==> src/rtl/alt_load_counter.sv <==
`default_nettype none
// ============================================================================
// Module      : alt_load_counter
// Description : Ping-pong address generator for the ECG sample buffers.
//               A programmable-length frame counter drives two BRAM
//               addresses into opposite halves of a 4096-entry buffer.
//               Port A addresses the half being filled and port B addresses
//               the half being drained. The halves swap at every frame wrap,
//               and clk_c pulses for one cycle after each wrap.
// Revision    : 1.0 - initial release
// ============================================================================
module alt_load_counter #(
  parameter int CNT_W  = 11,
  parameter int ADDR_W = CNT_W + 1
) (
  input  logic [CNT_W-1:0]  load,
  input  logic              clk,
  output logic [ADDR_W-1:0] addra,
  output logic [ADDR_W-1:0] addrb,
  output logic              clk_c,
  output logic              switch,
  input  logic              rst_n
);

  localparam logic [CNT_W-1:0] c_zero = '0;
  localparam logic [CNT_W-1:0] c_one  = CNT_W'(1);

  logic [CNT_W-1:0] r_count;
  logic [CNT_W-1:0] r_len_q;
  logic             r_switch;
  logic             r_clk_c;

  logic [CNT_W-1:0] w_len;
  logic             w_at_start;
  logic             w_terminal;

  // The frame length is sampled only at a frame boundary (count==0). This
  // prevents a mid-frame change on load from shortening the frame below the
  // current count.
  always_comb begin
    w_at_start = (r_count == c_zero);
    w_len      = w_at_start ? load : r_len_q;
    w_terminal = (w_len != c_zero) && (r_count == (w_len - c_one));
  end

  // Frame counter, length latch, half selector and frame strobe.
  always_ff @(posedge clk or negedge rst_n) begin
    if (!rst_n) begin
      r_count  <= c_zero;
      r_len_q  <= c_zero;
      r_switch <= 1'b0;
      r_clk_c  <= 1'b0;
    end else begin
      if (w_at_start) begin
        r_len_q <= load;
      end
      if (w_len == c_zero) begin
        // A zero length stalls the counter at the start of a frame.
        r_count <= c_zero;
        r_clk_c <= 1'b0;
      end else if (w_terminal) begin
        r_count  <= c_zero;
        r_switch <= ~r_switch;
        r_clk_c  <= 1'b1;
      end else begin
        r_count <= r_count + c_one;
        r_clk_c <= 1'b0;
      end
    end
  end

  // The addresses are decoded directly from registers, so they change only
  // just after a clock edge. They always differ in the MSB alone.
  always_comb begin
    addra = {r_switch, r_count};
    addrb = {~r_switch, r_count};
  end

  assign clk_c  = r_clk_c;
  assign switch = r_switch;

endmodule
`default_nettype wire

==> config.mk <==
export PLATFORM = sky130hd
export DESIGN_NAME = alt_load_counter
export DESIGN_NICKNAME = d
export VERILOG_FILES = /design/src/rtl/alt_load_counter.sv
export SDC_FILE = /design/constraint.sdc
export NUM_CORES = 1
export LEC_CHECK = 0
export CAP_MARGIN = 30
export CORE_MARGIN = 2
export CORE_UTILIZATION = 34
export CTS_CLUSTER_SIZE = 40
export DETAILED_ROUTE_END_ITERATION = 6
export PLACE_DENSITY = 0.68
export SYNTH_ARGS = -nofsm -noshare
export SYNTH_HDL_FRONTEND = slang
export SYNTH_SLANG_ARGS = --single-unit
==> constraint.sdc <==
create_clock -name clk -period 6 [get_ports clk]
set_input_delay 0.9 -clock clk [delete_from_list [all_inputs] [get_ports clk]]
set_output_delay 0.9 -clock clk [all_outputs]
set_load 0.1 [all_outputs]
==> flow_metrics.py, run 1 <==
metrics = {
    "cts": {
        "cts_resized": 0,
        "cts_sinks": 24,
        "cts_buffer_depth": 2,
        "insertion_delay_ps": 270,
        "numCtsBuffers": 3,
        "h-tree-depth": 1,
        "postCtsSetupBuffers": 0,
        "root_buffer": "clkbuf_8",
        "clkTransAtPathRegs_ps": 90,
        "cts_tree": "done",
        "hold_buffers": 0,
    },
    "placed_design": {
        "io_buffers": 38,
        "gp_congestion": 0.8786,
        "hpwl_um": 3258,
        "dpl.cell_count": 291,
    },
    "final_layout": {
        "area_delta_synth_final_pct": 21.84,
        "stdcell_count": 295,
        "drive_gt1_share_pct": 7.556,
        "layout.nets": 242,
        "diodes": 0,
    },
    "setup_path": {
        "critPathRequiredTime_ps": 6120,
        "worstPathMaxFanout": 19,
        "cp.arrival_ps": 5260,
        "cp-start-kind": "flip-flop",
        "path_class": "reg -> reg",
        "end_kind": "flip-flop",
    },
    "hold_path": {
        "hp-class": "reg -> reg",
    },
    "die": {
        "num_rows": 26,
        "ios": 39,
        "dieArea_um2": 5924,
        "die_h_um": 76.97,
        "start_util_pct": 35.45,
        "die_w_um": 76.97,
        "core_um2": 5107,
    },
    "grt": {
        "grt_pass1_wl_um": 7141,
        "grt_pass1_vias": 1482,
        "grt_max_degree": 20,
        "antenna_found_initial": 0,
        "grt.overflow.total": 0,
        "grt.total_usage_pct": 14.70,
    },
    "yosys": {
        "seq_area_frac_synth_pct": 33.17,
        "ys_top_cells_by_area": "dfrtp_1 33%, xnor2_1 7.3%, buf_4 5.4%",
        "netlist_instances": 204,
        "synth_top_area_share_pct": 33.17,
        "yosysTopAreaCell": "dfrtp_1",
        "synth_ff_type": "dfrtp_1",
        "synth-edff-count": 0,
        "syn_area_per_cell_um2": 8.875,
        "synthArstFlopShare_pct": 100.0,
        "synth_seq_cells": 24,
        "yosysWarnings": 0,
        "syn_nets": 220,
        "yosysUniqueCellTypes": 50,
        "netlist_area_um2": 1810,
    },
    "outcome": {
        "outcome": "complete, no violations",
    },
    "route": {
        "drtPass1Iterations": 4,
        "drt_iter0_drc": 60,
        "wl_um": 4174,
        "drc": 0,
        "avgViaCountPerCell": 5.214,
        "postRouteAntennaNets": 0,
        "via_count": 1538,
        "wl_per_cell_um": 14.15,
    },
    "sta": {
        "post-route-period-util_pct": 85.71,
        "rsz0062_at_grt": "false",
        "finalClockSkew_ps": 3.492,
        "hold_violations": 0,
        "slew_viol_final": 0,
        "setup_viol": 0,
        "fin_crit_ps": 5143,
        "tns_ps": 0,
        "worst_slew_pin_slew_ps": 986.4,
        "maxSlewHeadroom_pct": 33.52,
        "fmax_mhz": 194.5,
    },
    "job": {
        "drv_cap": 0,
    },
}
-- cell type report --
cell class / count / area [um^2]
inverters: 11 / 41.29
repair buffers: 39 / 395.4
flip-flops and latches: 24 / 600.6
well taps: 70 / 87.58
fillers: 525 / 2902
multi-input cells: 147 / 1010
clock inverters: 1 / 30.03
clock buffers: 3 / 41.29
-- path summary, 6_finish.rpt --
check / start / endpoint / slack [ps] / cells after the start
max in group asynchronous: rst_n / r_len_q[10]$_DFF_PN0_ / 4470 / 2
worst min register to register: r_len_q[10]$_DFF_PN0_ / r_len_q[10]$_DFF_PN0_ / 540 / 2
min in group asynchronous: rst_n / r_count[0]$_DFF_PN0_ / 1020 / 1
worst max-delay path: r_count[0]$_DFF_PN0_ / r_count[10]$_DFF_PN0_ / 860 / 13
worst min-delay path: r_len_q[10]$_DFF_PN0_ / r_len_q[10]$_DFF_PN0_ / 540 / 2
worst max register to register: r_count[0]$_DFF_PN0_ / r_count[10]$_DFF_PN0_ / 860 / 13
-- metal layers --
layer | wire, um | global-route usage (%)
met1 | 1929 | 20.75
met3 | 305 | 2.588
met2 | 1916 | 24.04
met5 | 0 | 0
met4 | 22 | 2.321
-- registers in the layout, summed over array words and instances (netlist names) --
register and count:
switch 1, clk_c 1, r_count 11, r_len_q 11
-- logic make-up after synthesis --
kind of cell,share of synthesized area [%]
flip-flops,33.17
AO/OA/AOI/OAI,12.30
buffers and inverters,11.06
multiplexers,2.764
AND/OR/NAND/NOR,26.54
XOR/XNOR,12.09
adder cells (fa/ha/maj),2.073
-- synth_stat cells, types with 2 or more instances --
cell type and n:
o21ai_0 7, nand4_1 2, or2_2 2, inv_1 11, nor3_1 5, nand3_1 10, mux2i_1 5, nor4_1 7
clkbuf_8 2, a31oi_1 4, nor2b_1 2, dfrtp_1 24, buf_4 13, clkbuf_1 5, xor2_1 10, and3_1 3
a211oi_1 3, nand2_1 20, nor2_1 17, ha_1 3, a21oi_1 2, or3_1 4, a2111o_1 2, xnor2_1 15
-- worst max-delay path: stages (launching register included) --
cell and delay, ps:
dfrtp_1 490, inv_1 120, ha_1 140, nor4b_2 450, and3_1 730, mux2i_1 310, ha_1 290, or4b_1 580
or3_1 370, a21bo_2 220, a22oi_1 160, nor2_1 100, o41ai_2 930, nor2_1 110
-- through the flow --
step	utilization, %	setup slack [ps]	instance area, um^2	hold slack, ps
6_report	43.19	857.3	2206	544.1
5_1_grt	43.19	404.9	2206	588.1
4_1_cts	43.19	831.9	2206	542.0
3_5_place_dp	41.79	851.5	2135	518.0
3_3_place_gp	41.50	1060	2120	505.7
2_1_floorplan	-	1227	1810	461.7
-- cells in the final DEF (no fill, tap or decap), types with 5 or more instances in the layout --
cell type	count
clkdlybuf4s50_1	38
dfrtp_1	24
nand2_1	20
nor2_1	17
xnor2_1	15
inv_1	11
nand3_1	10
xor2_1	10
o21ai_0	7
nor4_1	7
mux2i_1	5
nor3_1	5
Power of run 1 is not shown: default switching activity piles up to over one toggle a cycle in this logic, so the estimate is an artifact.
==> inputs of run 2 (changes only) <==
--- a/config.mk
+++ b/config.mk
@@ -6,5 +6,4 @@
 export NUM_CORES = 1
 export LEC_CHECK = 0
-export CAP_MARGIN = 30
 export CORE_MARGIN = 2
 export CORE_UTILIZATION = 34
==> constraint.sdc (replaced) <==
create_clock -name clk -period 6 [get_ports clk]
set_input_delay 1.2 -clock clk [delete_from_list [all_inputs] [get_ports clk]]
set_output_delay 1.2 -clock clk [all_outputs]
set_load 0.1 [all_outputs]
==> run 2 against run 1 <==
Net effect:
- design area down 0.68%
- flip-flop and latch count unchanged
- utilization down 0.29 points
- worst hold slack worse by 5.1 ps
- non-clock buffer count down 1
- critical endpoint unchanged
==> flow_metrics.py, run 2 (synthesis results as in run 1) <==
metrics = {
    "grt": {
        "antenna_found_initial": 0,
        "met2_usage_pct": 22.89,
        "use_met1_pct": 21.62,
        "grt_pass1_vias": 1499,
        "busiest_layer": "met2",
        "met3_usage_pct": 3.647,
        "grt.total_usage_pct": 15.02,
        "grt.overflow.total": 0,
        "grt_max_degree": 25,
        "grt_pass1_wl_um": 7224,
    },
    "route": {
        "drc": 0,
        "via_count": 1536,
        "wl_per_cell_um": 14.25,
        "drt_iter0_drc": 83,
        "wl_um": 4190,
        "postRouteAntennaNets": 0,
        "drtPass1Iterations": 4,
        "avgViaCountPerCell": 5.224,
    },
    "setup_path": {
        "cp-startpoint": "r_count[0]$_DFF_PN0_",
        "critPathRequiredTime_ps": 6120,
        "worstPathMaxFanout": 19,
        "cp_cell_sequence": "inv_1 -> ha_1 -> nor4b_2 -> and3_1 -> mux2i_1 -> ha_1 -> or4b_1 -> or3_1 -> a21bo_2 -> a22oi_1 -> nor2_1 -> o41ai_2 -> nor2_1",
        "worstRegToRegCells": 13,
        "path_class": "reg -> reg",
        "cp-start-kind": "flip-flop",
        "reg2reg_to": "r_count[10]$_DFF_PN0_",
        "end_kind": "flip-flop",
        "cp.arrival_ps": 5260,
        "critPathSlowestCell": "o41ai_2",
        "reg2reg_from": "r_count[0]$_DFF_PN0_",
        "ff2ff_setup_slack_ps": 870,
        "max_stage_delay_ps": 930,
    },
    "sta": {
        "maxSlewHeadroom_pct": 26.12,
        "setup_viol": 0,
        "tns_ps": 0,
        "fmax_mhz": 194.9,
        "rsz0062_at_grt": "false",
        "whs_ps": 539.1,
        "post-route-period-util_pct": 85.52,
        "worst_slew_pin_slew_ps": 1105,
        "finalWorstSetupSlack_ps": 868.7,
        "finalClockSkew_ps": 2.380,
        "hold_violations": 0,
        "slew_viol_final": 0,
        "fin_crit_ps": 5131,
    },
    "hold_path": {
        "holdPathStages": 2,
        "hp-class": "reg -> reg",
        "hp-start": "r_len_q[10]$_DFF_PN0_",
        "min_to": "r_len_q[10]$_DFF_PN0_",
    },
    "cts": {
        "postCtsSetupBuffers": 0,
        "hold_buffers": 0,
        "root_buffer": "clkbuf_8",
        "clkTransAtPathRegs_ps": 90,
        "cts_sinks": 24,
        "cts_tree": "done",
        "numCtsBuffers": 3,
        "cts_resized": 0,
        "h-tree-depth": 1,
        "cts_buffer_depth": 2,
        "insertion_delay_ps": 270,
    },
    "die": {
        "die_w_um": 76.97,
        "num_rows": 26,
        "die_h_um": 76.97,
        "start_util_pct": 35.45,
        "core_um2": 5107,
        "dieArea_um2": 5924,
        "ios": 39,
    },
    "outcome": {
        "outcome": "complete, no violations",
    },
    "placed_design": {
        "gp_congestion": 0.8786,
        "hpwl_um": 3213,
        "io_buffers": 38,
        "pre_cts_ws_ps": 897.5,
    },
    "final_layout": {
        "layout.cells.most_common": "clkdlybuf4s50_1",
        "layout.nets": 241,
        "layout_common_cells": "38 x clkdlybuf4s50_1, 24 x dfrtp_1, 20 x nand2_1",
        "drive_gt1_share_pct": 7.143,
        "area_delta_synth_final_pct": 21.01,
        "diodes": 0,
        "post-route-util_pct": 42.90,
        "reg.largest.list": "r_count (11), r_len_q (11)",
    },
    "job": {
        "drv_cap": 0,
    },
}
-- run 2: how the worst max path moves through the flow --
stage	endpoint	slack, ps
CTS	r_count[10]$_DFF_PN0_	880
detailed placement	r_count[10]$_DFF_PN0_	900
floorplan	r_count[0]$_DFF_PN0_	1230
finish	r_count[10]$_DFF_PN0_	870
global placement	r_count[10]$_DFF_PN0_	1060
global route	r_count[5]$_DFF_PN0_	440
-- run 2: critical path: cells and delay by family, from the launching register on --
| family | cells | cell delay, ps |
|---|---|---|
| and+or+nand+nor | 6 | 2350 |
| AOI/OAI and AO/OA | 3 | 1300 |
| adders and majority gates | 2 | 430 |
| DFF | 1 | 490 |
| muxes | 1 | 310 |
| buffers and inverters | 1 | 120 |
-- run 2: per-stage QoR --
step                cell area, um^2  instances
floorplan                      1810        204
global placement               2120        290
detailed placement             2120        290
CTS                            2191        294
global route                   2191        294
finish                         2191        294
-- run 2: layout make-up --
class	instances	area [um^2]
repair buffers	38	380.4
clock buffers	3	41.29
inverters	11	41.29
multi-input cells	147	1010
clock inverters	1	30.03
fillers	529	2917
flip-flops and latches	24	600.6
well taps	70	87.58
-- run 2: metal layers --
metal  routed length [um]  vias to the layer above
met5                    0                        -
met4                   14                        0
met3                  244                        2
met2                 1902                       58
met1                 2028                      727
li1                     -                      749
Power of run 2 is left out for the same reason.
